<file path="config.mk">
export PLATFORM = sky130hd
export DESIGN_NAME = tft_pix_win
export DESIGN_NICKNAME = d
export VERILOG_FILES = /design/src/rtl/tft_pix_win.sv
export SDC_FILE = /design/constraint.sdc
export NUM_CORES = 1
export LEC_CHECK = 0
export ABC_AREA = 1
export CORE_MARGIN = 4
export CORE_UTILIZATION = 50
export CTS_CLUSTER_SIZE = 25
export DETAILED_ROUTE_END_ITERATION = 10
export GPL_TIMING_DRIVEN = 0
export PLACE_DENSITY = 0.82
export SYNTH_ARGS = -nofsm -noshare
export SYNTH_HDL_FRONTEND = slang
export SYNTH_SLANG_ARGS = --single-unit
</file>
<file path="constraint.sdc">
create_clock -name tft_sclk_33m -period 3.75 [get_ports tft_sclk_33m]
set_input_delay 1.125 -clock tft_sclk_33m [delete_from_list [all_inputs] [get_ports tft_sclk_33m]]
set_output_delay 1.125 -clock tft_sclk_33m [all_outputs]
set_load 0.03 [all_outputs]
</file>
<file path="src/rtl/tft_pix_win.sv">
// Windowed pixel source for the TFT path: places the decoded image at a
// per-frame latched position, issues buffer reads ahead of the pixel,
// and fills the rest of the screen with a selectable background pattern.
module tft_pix_win #(
  parameter int unsigned H_VALID = 800,
  parameter int unsigned V_VALID = 480,
  parameter int unsigned IMG_W   = 128,
  parameter int unsigned IMG_H   = 128,
  parameter int unsigned ADDR_W  = 16,
  parameter int unsigned RD_LAT  = 1
) (
  input  logic              tft_sclk_33m,
  input  logic              srst,
  input  logic [10:0]       pix_x,
  input  logic [10:0]       pix_y,
  input  logic              decode_finished,
  input  logic [10:0]       win_x0,
  input  logic [10:0]       win_y0,
  input  logic [1:0]        bg_mode,
  input  logic [15:0]       etc_rgb,
  output logic              rd_en,
  output logic [ADDR_W-1:0] address,
  output logic [15:0]       pix_data,
  output logic              frame_done
);

  localparam int unsigned XW   = $clog2(IMG_W);
  localparam int unsigned BAND = H_VALID / 10;

  localparam logic [15:0] BAR [10] = '{
    16'hF800, 16'hFC00, 16'hFFE0, 16'h07E0, 16'h07FF,
    16'h001F, 16'hF81F, 16'h0000, 16'hFFFF, 16'hD69A
  };

  typedef enum logic [1:0] {
    StIdle,
    StArmed,
    StShow
  } state_e;

  state_e      state, state_next;
  logic [10:0] lx0, ly0;

  logic        at_origin;
  logic        show_ok;
  logic        hit;
  logic [11:0] x12, y12, lx12, ly12;
  logic [10:0] dx, dy;
  logic [31:0] addr_full;
  logic [15:0] bar_col;
  logic [15:0] bg_col;

  // Delay line aligning hit/background with buffer read data.
  logic [RD_LAT:0] hit_pipe;
  logic [15:0]     bg_pipe [RD_LAT+1];

  assign at_origin = (pix_x == 11'd0) && (pix_y == 11'd0);

  // Next state: decode_finished low overrides everything.
  always_comb begin
    state_next = state;
    if (!decode_finished) begin
      state_next = StIdle;
    end else begin
      unique case (state)
        StIdle:  state_next = StArmed;
        StArmed: if (at_origin) state_next = StShow;
        StShow:  state_next = StShow;
        default: state_next = StIdle;
      endcase
    end
  end

  // Window hit test in 12 bits so lx0+IMG_W cannot wrap; off-screen parts are clipped.
  always_comb begin
    show_ok = (state == StShow) && (state_next != StIdle);
    x12     = {1'b0, pix_x};
    y12     = {1'b0, pix_y};
    lx12    = {1'b0, lx0};
    ly12    = {1'b0, ly0};
    hit     = show_ok
              && (pix_x < 11'(H_VALID)) && (pix_y < 11'(V_VALID))
              && (x12 >= lx12) && (x12 < lx12 + 12'(IMG_W))
              && (y12 >= ly12) && (y12 < ly12 + 12'(IMG_H));
    dx        = pix_x - lx0;
    dy        = pix_y - ly0;
    // IMG_W is a power of two, so row*IMG_W+col is a shift and concatenation.
    addr_full = (32'(dy) << XW) | 32'(dx[XW-1:0]);
  end

  // Background pattern, forced black unless an image frame is being shown.
  always_comb begin
    bar_col = BAR[0];
    for (int unsigned k = 1; k < 10; k++) begin
      if (32'(pix_x) >= k * BAND) bar_col = BAR[k];
    end
    if (32'(pix_x) >= H_VALID) bar_col = 16'h0000;

    bg_col = 16'h0000;
    if (show_ok) begin
      unique case (bg_mode)
        2'd1:    bg_col = bar_col;
        2'd2:    bg_col = 16'hD69A;
        2'd3:    bg_col = (pix_x[3] ^ pix_y[3]) ? 16'hFFFF : 16'h0000;
        default: bg_col = 16'h0000;
      endcase
    end
  end

  // State, window latch, read strobe/address, delay line and outputs.
  always_ff @(posedge tft_sclk_33m) begin
    if (!srst) begin
      state      <= StIdle;
      lx0        <= '0;
      ly0        <= '0;
      rd_en      <= 1'b0;
      address    <= '0;
      hit_pipe   <= '0;
      for (int unsigned k = 0; k <= RD_LAT; k++) bg_pipe[k] <= '0;
      pix_data   <= '0;
      frame_done <= 1'b0;
    end else begin
      state <= state_next;
      if (state_next == StShow && at_origin) begin
        lx0 <= win_x0;
        ly0 <= win_y0;
      end

      rd_en <= hit;
      if (hit) address <= addr_full[ADDR_W-1:0];

      hit_pipe   <= {hit_pipe[RD_LAT-1:0], hit};
      bg_pipe[0] <= bg_col;
      for (int unsigned k = 1; k <= RD_LAT; k++) bg_pipe[k] <= bg_pipe[k-1];

      pix_data   <= hit_pipe[RD_LAT] ? etc_rgb : bg_pipe[RD_LAT];
      frame_done <= show_ok && (pix_x == 11'(H_VALID - 1)) && (pix_y == 11'(V_VALID - 1));
    end
  end

endmodule

</file>
## Word level (Yosys, flattened, before mapping)

Memories as Yosys holds them, arrays and structs flattened.
Index checks and enable logic that the tools add are counted.

| storage, ports and cells | value |
|---|---|
| memory bits (writable) | 32 |
| flip-flop bits (word level) | 60 |
| input port bits | 65 |
| memories kept | 1 |
| output and inout port bits | 34 |
| bits in read-only memories | 0 |
| latch bits | 0 |

Memory list:

| memory | words | width | rd ports | clocked after memory_dff | write ports | line | text |
|---|---|---|---|---|---|---|---|
| bg_pipe | 2 | 16 | 2 | 0 | 2 | 55 | `logic [15:0] bg_pipe [RD_LAT+1];` |

| operators by class | value |
|---|---|
| shifts and indexed selects | 0 |
| mux-type cells | 21 |
| bitwise gates (word level) | 4 |
| magnitude comparators | 16 |
| equal/unequal tests | 8 |
| $mul | 0 |
| $add $sub $neg | 4 |
| divide/modulo/power cells | 0 |
| reduce and logical (&&, ||, !) cells | 15 |

Operators with widths:

| operator | count |
|---|---|
| 2-to-1 mux 16 bit | 14 |
| one-hot mux 16 bit (3 select lines) | 1 |
| greater-or-equal comparator 11 x 10 -> 1 bit, second input constant | 4 |
| greater-or-equal comparator 11 x 9 -> 1 bit, second input constant | 3 |
| adder 11 x 8 -> 12 bit, second input constant | 2 |
| less-than comparator 11 x 12 -> 1 bit | 2 |
| greater-or-equal comparator 11 bit | 2 |
| greater-or-equal comparator 11 x 8 -> 1 bit, second input constant | 2 |
| logical NOT 11 bit | 2 |
| bitwise OR 16 x 7 -> 16 bit | 1 |
| equality test 11 x 10 -> 1 bit, second input constant | 1 |
| equality test 11 x 9 -> 1 bit, second input constant | 1 |
| greater-or-equal comparator 11 x 7 -> 1 bit, second input constant | 1 |
| logical AND 1 bit | 11 |
| less-than comparator 11 x 10 -> 1 bit, second input constant | 1 |
| less-than comparator 11 x 9 -> 1 bit, second input constant | 1 |
| 2-to-1 mux 11 bit | 1 |
| subtractor 9 bit | 1 |
| equality test 2 bit, second input constant | 4 |
| subtractor 7 bit | 1 |
| one-hot mux 2 bit (3 select lines) | 1 |
| equality test 2 x 1 -> 1 bit, second input constant | 2 |
| 2-to-1 mux 2 bit | 2 |
| logical NOT 2 bit | 1 |
| 4 further kinds | 6 |

## Logic depth before layout (Yosys ltp)

Gate-level depths: netlist (run 1).

| logic depth | value |
|---|---|
| depth after elaboration | 14 |
| mapped depth | 14 |
| mapped depth without buffers | 13 |

## Worst setup path before layout (run 1)

OpenSTA, ideal clock, no wires.

| timing path | value |
|---|---|
| kind | input port to flip-flop |
| start point | input pix_x[0] |
| end point | register address[10] |
| buffers on the path | 1 |
| arrival time | 2661 ps |
| stages | 12 |
| slack | 979 ps |
| cells stage by stage | inv_1 > ha_1 > fa_1 > o21ai_2 > nand3_1 > nand3_1 > inv_1 > nand4_4 > buf_6 > nand2_2 > inv_1 > nor2_1 |

| on the way | value |
|---|---|
| cells in the longest elaborated chain, start to end | 13 |

Ends and longest elaborated chain:

| element | line | text |
|---|---|---|
| start, declared | 14 | `input logic [10:0] pix_x,` |
| logical NOT 11 bit | 57 | `assign at_origin = (pix_x == 11'd0) && (pix_y == 11'd0);` |
| logical AND 1 bit | 57 |  |
| 2-to-1 mux 2 bit | 67 | `StArmed: if (at_origin) state_next = StShow;` |
| one-hot mux 2 bit (3 select lines) | 65 | `unique case (state)` |
| 2-to-1 mux 2 bit | 62 | `if (!decode_finished) begin` |
| nonzero test 2 bit | 76 | `show_ok = (state == StShow) && (state_next != StIdle);` |
| logical AND 1 bit | 76 |  |
| logical AND 1 bit (2 in a row) | 82 | `&& (pix_x < 11'(H_VALID)) && (pix_y < 11'(V_VALID))` |
| logical AND 1 bit | 83 | `&& (x12 >= lx12) && (x12 < lx12 + 12'(IMG_W))` |
| logical AND 1 bit * | 83 |  |
| logical AND 1 bit * (2 in a row) | 84 | `&& (y12 >= ly12) && (y12 < ly12 + 12'(IMG_H));` |
| end signal, assigned | 130 | `if (hit) address <= addr_full[ADDR_W-1:0];` |
| end, declared | 22 | `output logic [ADDR_W-1:0] address,` |

Mark *: on every way between the ends. The rest lies on a longest branch, timed or not.
A chain may end at the register's enable or synchronous reset.

## Final worst setup path (run 1)

| timing path | value |
|---|---|
| start point | input pix_x[0] |
| end point | register address[8] |

Same word-level chain as after synthesis.

==> results of run 1 <==
## power groups by stage
stage          logic [uW]  clock network [uW]  registers, uW
6_report              244                 667            776
5_1_grt               270                 708            776
4_1_cts               242                 678            776
3_5_place_dp          239                   0            794
3_3_place_gp          234                   0            794
2_1_floorplan         123                   0            794
## cells by family after synthesis
group	count (synthesis)
AO/OA/AOI/OAI	61
XOR/XNOR	15
adder cells (fa/ha/maj)	34
buffers and inverters	131
flip-flops	73
AND/OR/NAND/NOR	343
## worst paths after layout
check	from	end	slack (ns)	cells after the start
max	pix_x[0]	address[8]	0.52	13
min	bg_pipe[0][14]	bg_pipe[0][30]	0.42	2
max reg2reg	lx0[7]	address[8]	1.44	13
min reg2reg	bg_pipe[0][14]	bg_pipe[0][30]	0.42	2
## sequential cells by signal, summed over array words and instances, names as in the netlist
signal and count:
bg_pipe 14, frame_done 1, lx0 11, hit_pipe 2, state 2, ly0 11
address 16, pix_data 16
## cell type report
class,count,area [um^2]
timing repair buffer,98,981
clock buffer,9,124
multi-input combinational,453,2420
buffer,17,100
clock inverter,7,86.3
fill,717,2650
sequential,73,1460
tap,105,131
inverter,114,428
## through the flow
stage	util	area [um^2]	setup WS (ns)	hold WS, ns
after global routing	0.684	5730	0.354	0.435
after detailed placement	0.658	5520	0.170	0.397
after global placement	0.658	5520	0.212	0.393
final	0.684	5730	0.518	0.418
after CTS	0.684	5730	0.517	0.421
after floorplan	-	4410	0.979	0.390
## synth_stat cells (4+ instances only)
master,number
a21oi_1,32
inv_1,111
nand4_1,23
nor2_2,4
clkbuf_1,6
nand2_2,9
nand3_1,20
ha_1,32
buf_6,4
xnor2_1,7
xor2_1,8
nor2_1,96
o21ai_0,10
dfxtp_1,73
nand2_1,177
buf_2,5
## worst max-delay path, stage by stage
cell and delay, ns:
clkdlybuf4s50_1 0.52, inv_1 0.07, ha_1 0.22, fa_1 0.42, o21ai_2 0.23, nand3_1 0.09
nand3_1 0.18, inv_1 0.10, nand4_4 0.16, buf_6 0.19, nand2_2 0.06, inv_1 0.06
nor2_1 0.05
## routing by layer
layer	up-vias	wire length, um	GRT usage
li1	2258	-	-
met1	1919	4940	0.277
met2	176	5310	0.398
met3	30	790	0.0444
met4	0	353	0.0878
met5	-	0	0
==> flow_metrics.tcl, run 1 <==
set metrics [dict create \
    timing.final.crit_share 0.862 \
    hold_class "reg -> reg" \
    yosys_warnings 0 \
    grt_pass1_wl_um 18800 \
    seq_power_share 0.460 \
    synth-xor-area-share 0.0298 \
    wl_per_cell_um 13.0 \
    cts_buffers 9 \
    routed_wl_um 11400 \
    power_uw 1690 \
    hpwlAfterDp_um 9010 \
    syn_area_per_cell_um2 6.71 \
    yosys.area_share.simple 0.335 \
    switching_share 0.283 \
    setup_violations 0 \
    internal-power_uw 1210 \
    via_per_inst 5.00 \
    grt_pass1_vias 4193 \
    grt_max_degree 16 \
    syn-cell-area_um2 4410 \
    gr-total-overflow 0 \
    cts_resized 0 \
    critPathRequiredTime_ns 4.00 \
    yosysSeqAreaShare 0.332 \
    comb_power_share 0.145 \
    numPortBuffers 98 \
    antenna_found_initial 0 \
    synth.net_count 756 \
    ys.flop_type "dfxtp_1" \
    finalClockSkew_ns 0.00982 \
    start_util 0.526 \
    relSlewSlack 0.614 \
    grtUsageTotal 0.228 \
    min_period_ns 3.23 \
    synthMuxAreaShare 0 \
    netlist_instances 657 \
    dp.cells 860 \
    cts_tree "yes" \
    async_flop_share 0 \
    clk_latency_ns 0.36 \
    leakage_uw 0.00268 \
    nets 865 \
    post_cts_buffers 0 \
    synth_cell_types 38 \
    synth-compound-area-share 0.0840 \
    yosysTopAreaCellShare 0.332 \
    power.clock.fraction 0.395 \
    clk_path_buf_depth 2 \
    pwr_density_cell_nw_per_um2 294 \
    crit_fanout 10 \
    vias 4383 \
    peakVddDrop_v 0.000223 \
    hold_violations 0 \
    cp.arrival_ns 3.48 \
    cp-end-kind "flip-flop" \
    rsz0062_at_grt "false" \
    hold_buffers 0 \
    tns_ns 0 \
    drv_slew 0 \
    num_rows 33 \
    gp_congestion 0.934 \
    drcViolationCount 0 \
    power_switching_uw 478 \
    cp-start-kind "primary input" \
    die_x_um 102 \
    dieArea_um2 10400 \
    crit_type "in -> reg" \
    path_clk_slew_ns 0.09 \
    io_pins 99 \
    cap_viol_max_count 0 \
    synth-edff-count 0 \
    fmax_mhz 309 \
    synthAdderAreaFrac 0.0999 \
    synth_seq_cells 73 \
    clock-root-buffer "clkbuf_8" \
    yosysTopAreaCell "dfxtp_1" \
    status "finished, final reports clean" \
    antenna_cells 0 \
    final_cells 876 \
    final_common_cell "nand2_1" \
    ant_nets 0 \
    cts.sinks 73 \
    ys_top_cells_by_area "dfxtp_1 33%, nand2_1 15%, inv_1 9.5%" \
    core_um2 8380 \
    synthToLayoutAreaGrowth_pct 30.0 \
    drtIter0Drc 167 \
    layout-drive-gt1-share 0.0674 \
    final_cell_mix "177 x nand2_1, 111 x inv_1, 98 x clkdlybuf4s50_1" \
    synth_top_family_by_area "simple AND/OR/NAND/NOR gates" \
    cts_htree_levels 3 \
    dr.pass1.iters 5 \
    tightest_slew_ns 0.579 \
    die_h_um 102 \
]
No activity file was read; power rests on OpenSTA's default activity.
==> run 2: changes to the inputs <==
- SKIP_LAST_GASP: default -> 1
- SLEW_MARGIN: default -> 20
==> results of run 2 <==
The final DEF is identical to that of run 1; final timing and power are the same.
